### config.mk
export PLATFORM = sky130hd
export DESIGN_NAME = voice_allocator
export DESIGN_NICKNAME = d
export VERILOG_FILES = /design/src/rtl/voice_allocator.sv
export SDC_FILE = /design/constraint.sdc
export NUM_CORES = 1
export LEC_CHECK = 0
export ABC_AREA = 1
export BUFFER_PORTS_ARGS = -buffer_cell sky130_fd_sc_hd__buf_2
export CAP_MARGIN = 20
export CORE_AREA = 4 4 139 141
export DETAILED_ROUTE_END_ITERATION = 10
export DIE_AREA = 0 0 143 145
export PLACE_DENSITY = 0.78
export RECOVER_POWER = 50
export REMOVE_ABC_BUFFERS = 1
export SETUP_SLACK_MARGIN = 0.2
export SLEW_MARGIN = 5
export SYNTH_ARGS = -nofsm -noshare
export SYNTH_HDL_FRONTEND = slang
export SYNTH_SLANG_ARGS = --single-unit
### constraint.sdc
create_clock -name clk -period 5.6 [get_ports clk]
set_clock_uncertainty 0.2 [all_clocks]
set_input_delay 0.28 -clock clk [delete_from_list [all_inputs] [get_ports clk]]
set_output_delay 0.28 -clock clk [all_outputs]
set_load 0.02 [all_outputs]
### src/rtl/voice_allocator.sv
// Polyphony scheduler: accepts note-on/off events, allocates or steals voices, routes note-off.
// Optional VOICE_ALLOC_STATS_EN adds steal_cnt/drop_cnt counters.
module voice_allocator #(
  parameter int NUM_VOICES = 4,
  parameter int PERIOD_W   = 26,
  parameter int AGE_W      = 8
) (
  input  logic                           clk,
  input  logic                           rst_b,
  input  logic                           ev_valid,
  output logic                           ev_ready,
  input  logic                           ev_on,
  input  logic [6:0]                     ev_key,
  input  logic [PERIOD_W-1:0]            ev_period,
  input  logic [NUM_VOICES-1:0]          v_busy,
  output logic [NUM_VOICES-1:0]          v_note_on,
  output logic [NUM_VOICES-1:0]          v_note_off,
  output logic [NUM_VOICES*PERIOD_W-1:0] v_period,
  output logic [NUM_VOICES-1:0]          v_held,
`ifdef VOICE_ALLOC_STATS_EN
  output logic [15:0]                    steal_cnt,
  output logic [15:0]                    drop_cnt,
`endif
  output logic [1:0]                     dbg_state
);

  // Handshake: an event transfers on a rising edge where ev_valid && ev_ready;
  // ev_ready is high only in IDLE, and ev_* are don't-care otherwise.

  localparam int IDX_W = (NUM_VOICES > 1) ? $clog2(NUM_VOICES) : 1;
  localparam logic [AGE_W-1:0] AGE_MAX = '1;

  typedef enum logic [1:0] {
    S_IDLE   = 2'd0,
    S_DECIDE = 2'd1,
    S_STEAL  = 2'd2,
    S_ISSUE  = 2'd3
  } state_t;

  state_t state_q, state_d;
  logic [IDX_W-1:0] tgt_q, tgt_d;
  logic init_q;

  logic                ev_on_q;
  logic [6:0]          ev_key_q;
  logic [PERIOD_W-1:0] ev_period_q;

  logic [NUM_VOICES-1:0]                held_q;
  logic [NUM_VOICES-1:0][6:0]           key_q;
  logic [NUM_VOICES-1:0][AGE_W-1:0]     age_q;
  logic [NUM_VOICES-1:0][PERIOD_W-1:0]  period_q;
  logic [NUM_VOICES-1:0]                on_q;
  logic [NUM_VOICES-1:0]                off_q;

  logic accept;
  logic steal_ev, drop_ev;

  logic             match_hit, free_hit, tail_hit;
  logic [IDX_W-1:0] match_idx, free_idx, tail_idx, old_idx;
  logic [AGE_W-1:0] old_age;

  assign ev_ready   = (state_q == S_IDLE) && init_q;
  assign accept     = ev_valid && ev_ready;
  assign v_note_on  = on_q;
  assign v_note_off = off_q;
  assign v_period   = period_q;
  assign v_held     = held_q;
  assign dbg_state  = state_q;

  // Candidate search over all voices; each class keeps its lowest index.
  always_comb begin
    match_hit = 1'b0;
    match_idx = '0;
    free_hit  = 1'b0;
    free_idx  = '0;
    tail_hit  = 1'b0;
    tail_idx  = '0;
    old_idx   = '0;
    old_age   = age_q[0];
    for (int i = 0; i < NUM_VOICES; i++) begin
      if (!match_hit && held_q[i] && (key_q[i] == ev_key_q)) begin
        match_hit = 1'b1;
        match_idx = IDX_W'(i);
      end
      if (!free_hit && !held_q[i] && !v_busy[i]) begin
        free_hit = 1'b1;
        free_idx = IDX_W'(i);
      end
      if (!tail_hit && !held_q[i]) begin
        tail_hit = 1'b1;
        tail_idx = IDX_W'(i);
      end
    end
    for (int i = 1; i < NUM_VOICES; i++) begin
      if (age_q[i] > old_age) begin
        old_age = age_q[i];
        old_idx = IDX_W'(i);
      end
    end
  end

  always_ff @(posedge clk or negedge rst_b) begin
    if (!rst_b) begin
      state_q <= S_IDLE;
      tgt_q   <= '0;
    end else begin
      state_q <= state_d;
      tgt_q   <= tgt_d;
    end
  end

  always_comb begin
    state_d  = state_q;
    tgt_d    = tgt_q;
    steal_ev = 1'b0;
    drop_ev  = 1'b0;
    case (state_q)
      S_IDLE: begin
        if (accept) state_d = S_DECIDE;
      end
      S_DECIDE: begin
        if (ev_on_q) begin
          state_d = S_ISSUE;
          if (match_hit)     tgt_d = match_idx;
          else if (free_hit) tgt_d = free_idx;
          else if (tail_hit) tgt_d = tail_idx;
          else begin
            tgt_d    = old_idx;
            state_d  = S_STEAL;
            steal_ev = 1'b1;
          end
        end else if (match_hit) begin
          tgt_d   = match_idx;
          state_d = S_ISSUE;
        end else begin
          state_d = S_IDLE;
          drop_ev = 1'b1;
        end
      end
      S_STEAL: state_d = S_ISSUE;
      S_ISSUE: state_d = S_IDLE;
      default: state_d = S_IDLE;
    endcase
  end

  // Pulses are registered so they appear together with the held/period update.
  always_ff @(posedge clk or negedge rst_b) begin
    if (!rst_b) begin
      init_q      <= 1'b0;
      ev_on_q     <= 1'b0;
      ev_key_q    <= '0;
      ev_period_q <= '0;
      held_q      <= '0;
      key_q       <= '0;
      age_q       <= '0;
      period_q    <= '0;
      on_q        <= '0;
      off_q       <= '0;
    end else begin
      init_q <= 1'b1;
      on_q   <= '0;
      off_q  <= '0;
      if (accept) begin
        ev_on_q     <= ev_on;
        ev_key_q    <= ev_key;
        ev_period_q <= ev_period;
      end
      if (state_q == S_STEAL) begin
        for (int i = 0; i < NUM_VOICES; i++) begin
          if (tgt_q == IDX_W'(i)) off_q[i] <= 1'b1;
        end
      end
      if (state_q == S_ISSUE) begin
        for (int i = 0; i < NUM_VOICES; i++) begin
          if (tgt_q == IDX_W'(i)) begin
            if (ev_on_q) begin
              on_q[i]     <= 1'b1;
              period_q[i] <= ev_period_q;
              key_q[i]    <= ev_key_q;
              held_q[i]   <= 1'b1;
              age_q[i]    <= '0;
            end else begin
              off_q[i]  <= 1'b1;
              held_q[i] <= 1'b0;
            end
          end else if (ev_on_q && held_q[i] && (age_q[i] != AGE_MAX)) begin
            age_q[i] <= age_q[i] + 1'b1;
          end
        end
      end
    end
  end

`ifdef VOICE_ALLOC_STATS_EN
  always_ff @(posedge clk or negedge rst_b) begin
    if (!rst_b) begin
      steal_cnt <= '0;
      drop_cnt  <= '0;
    end else begin
      if (steal_ev) steal_cnt <= steal_cnt + 16'd1;
      if (drop_ev)  drop_cnt  <= drop_cnt + 16'd1;
    end
  end
`endif

endmodule

==> reports/qor.yml <==
cts_setup_buffers: 0
syn_inst: 1109
io_pins: 160
die-height_um: 145
clockRootBuffer: "clkbuf_16"
post_drt_wl_per_cell_um: 15.5
rsz0062_at_grt: "false"
coreArea_sq_um: 18000
dp_cells: 1459
powerDensity_nw_per_um2: 630
hold_path.class: "in -> reg"
clockPowerShare_pct: 21.8
crit_fanout: 18
drc: 0
clkLatencyLatePin_ns: 0.51
layout.nets: 1359
slew_headroom_pct: -108
synth_top_area_share_pct: 55.9
switching_power_mw: 3.18
fin_crit_ns: 4.50
ys_ff_latch: 215
startpoint: "age_q[3]$_DFFE_PN0P_"
cp.arrival_ns: 4.69
dp_hpwl_um: 15600
path_clk_slew_ns: 0.06
worst_pin_slew_ns: 3.12
p_int_mw: 4.07
gr-total-overflow: 0
seq_power_share_pct: 36.0
final_cell_mix: "271 x nand2_1, 215 x dfrtp_1, 174 x o21ai_0"
cap_viol_max_count: 3
rows: 49
hold_violations: 0
first_pass_iters: 5
p_comb_share_pct: 42.2
yosys-top-cells-area: "dfrtp_1 56%, nand2_1 11%, o21ai_0 9.0%"
finalSetupViolCount: 0
routabilityCongestion: 0.875
grtUsageTotal_pct: 23.4
cts_tree: "yes"
netlist_area_sq_um: 9630
ys_seq_area_share_pct: 55.9
grt_use_met3_pct: 6.94
r2r-start: "age_q[3]$_DFFE_PN0P_"
tns_ns: 0
dieArea_sq_um: 20700
use_met1_pct: 32.4
area_growth_pct: 19.5
antenna_found_initial: 0
crit_type: "reg -> reg"
die_w_um: 143
cpMaxStageDelayCell: "a21oi_2"
finalMaxSlewViolations: 250
yosysTopAreaCell: "dfrtp_1"
violations: "max-capacitance violations, max-slew violations"
stdcell_count: 1535
cts_buffers: 23
fmax_ghz: 0.222
start_kind: "register"
peakVddDrop_v: 0.000378
vias: 8112
grt_most_used_layer: "met2"
hold_start: "v_busy[3]"
synth.avg_cell_area_sq_um: 8.68
outcome: "finished with violations"
whs_ns: 0.0902
swShare_pct: 43.8
viasPerCell: 5.28
ctsLongestPathBuffers: 3
met2_usage_pct: 36.3
htree_num_levels: 1
crit_path_max_incr_delay_ns: 0.51
grt_pass1_vias: 8098
clock_sinks: 215
fin_crit_sh_pct: 80.4
end_kind: "register"
final_util_pct: 64.1
numPortBuffers: 159
drive_gt1_share_pct: 7.58
fillers: 1491
antenna_cells: 0
postRouteWirelength_um: 23700
synth_cell_types: 37
initial_utilization_pct: 53.6
drtAntennaViolNets: 0
synth_warnings: 0
grt_pass1_wl_um: 40300
layout_commonest_cell: "nand2_1"
p_leak_nw: 5.66
crit_path_frequent_cell: "nand2_1"
dr.first_iter.drc_count: 616
grt_max_degree: 108
crit_required_ns: 5.78
==> metal layers <==
layer  routed length, um  vias to the layer above
met2               10800                      276
met5                   0                        -
met4                 380                        0
li1                    -                     3938
met1               10400                     3864
met3                2220                       34
==> timing repair <==
item / 4_1_cts / 5_1_grt
endpoints found under the hold margin: 139 / 0
gates resized for setup: 0 / 0
hold buffers: 35 / 0
==> metrics by stage <==
| step | setup slack [ns] | area, sq um | total power [mW] |
|---|---|---|---|
| after floorplan | 1.74 | 9440 | 4.71 |
| after global placement | 1.28 | 10600 | 5.62 |
| after detailed placement | 1.19 | 10600 | 5.74 |
| after CTS | 1.17 | 11700 | 7.38 |
| after global routing | 0.532 | 11500 | 7.88 |
| final | 1.10 | 11500 | 7.25 |
==> flip-flops by register name, indices dropped and copies added (netlist names), 2 cells and up, named ones only <==
register     cells
v_note_on        4
age_q           32
v_period       104
v_held           4
ev_key_q         7
ev_period_q     26
v_note_off       4
tgt_q            2
key_q           28
==> layout make-up <==
class | count | area [sq um] | share of cell area (%)
timing repair buffer | 199 | 1030 | 8.91
clock inverter | 14 | 183 | 1.59
multi-input combinational | 742 | 3610 | 31.4
tap | 229 | 287 | 2.49
clock buffer | 27 | 611 | 5.31
inverter | 109 | 409 | 3.56
sequential | 215 | 5380 | 46.7
==> worst paths after layout <==
| check | endpoint | slack, ns | cells past startpoint |
|---|---|---|---|
| min in group asynchronous | ev_key_q[1]$_DFFE_PN0P_ | 0.98 | 2 |
| max | tgt_q[0]$_DFFE_PN0P_ | 1.10 | 31 |
| max reg2reg | tgt_q[0]$_DFFE_PN0P_ | 1.10 | 31 |
| min | tgt_q[0]$_DFFE_PN0P_ | 0.09 | 6 |
| max in group asynchronous | age_q[28]$_DFFE_PN0P_ | 2.01 | 3 |
| min reg2reg | v_period[29]$_DFFE_PN0P_ | 0.28 | 2 |
==> cells by family (layout without fill, tap and decap cells) <==
logic type	after synthesis	after routing	synth area share (%)
flops	215	215	55.9
buf+inv	152	349	6.16
xor+xnor	16	16	1.46
compound gates	256	256	13.9
other cells	1	1	0.0390
simple gates	441	441	18.9
fa+ha+maj	28	28	3.64
==> cells in the mapped netlist (all sizes together) <==
master   count
nor3        12
dfrtp      215
o31ai        5
nand2      276
nor2       111
nor3b        1
o211a        1
o21ai      178
buf         18
o2111ai      1
inv        108
o21bai       3
xor2        14
and3         1
nand3b       2
a21oi       62
o22ai        2
conb         1
clkbuf      25
clkinv       1
a21o         3
nand3       28
o21a         1
ha          28
xnor2        2
nor4         3
nand4        7
==> critical path: cells and delay by family (launching register included) <==
family / cells / cell delay [ns]
adder cells (fa/ha/maj): 3 / 0.96
AO/OA/AOI/OAI: 5 / 1.31
buffers and inverters: 3 / 0.20
AND/OR/NAND/NOR: 20 / 1.29
flip-flops: 1 / 0.40
==> power by group through the flow <==
stage               Sequential (mW)  Combinational, mW  Clock, mW
finish                         2.61               3.06       1.58
global route                   2.68               3.51       1.68
CTS                            2.60               3.18       1.61
detailed placement             2.60               3.15          0
global placement               2.59               3.03          0
floorplan                      2.99               1.72          0
Power figures use the tool's default switching activity.
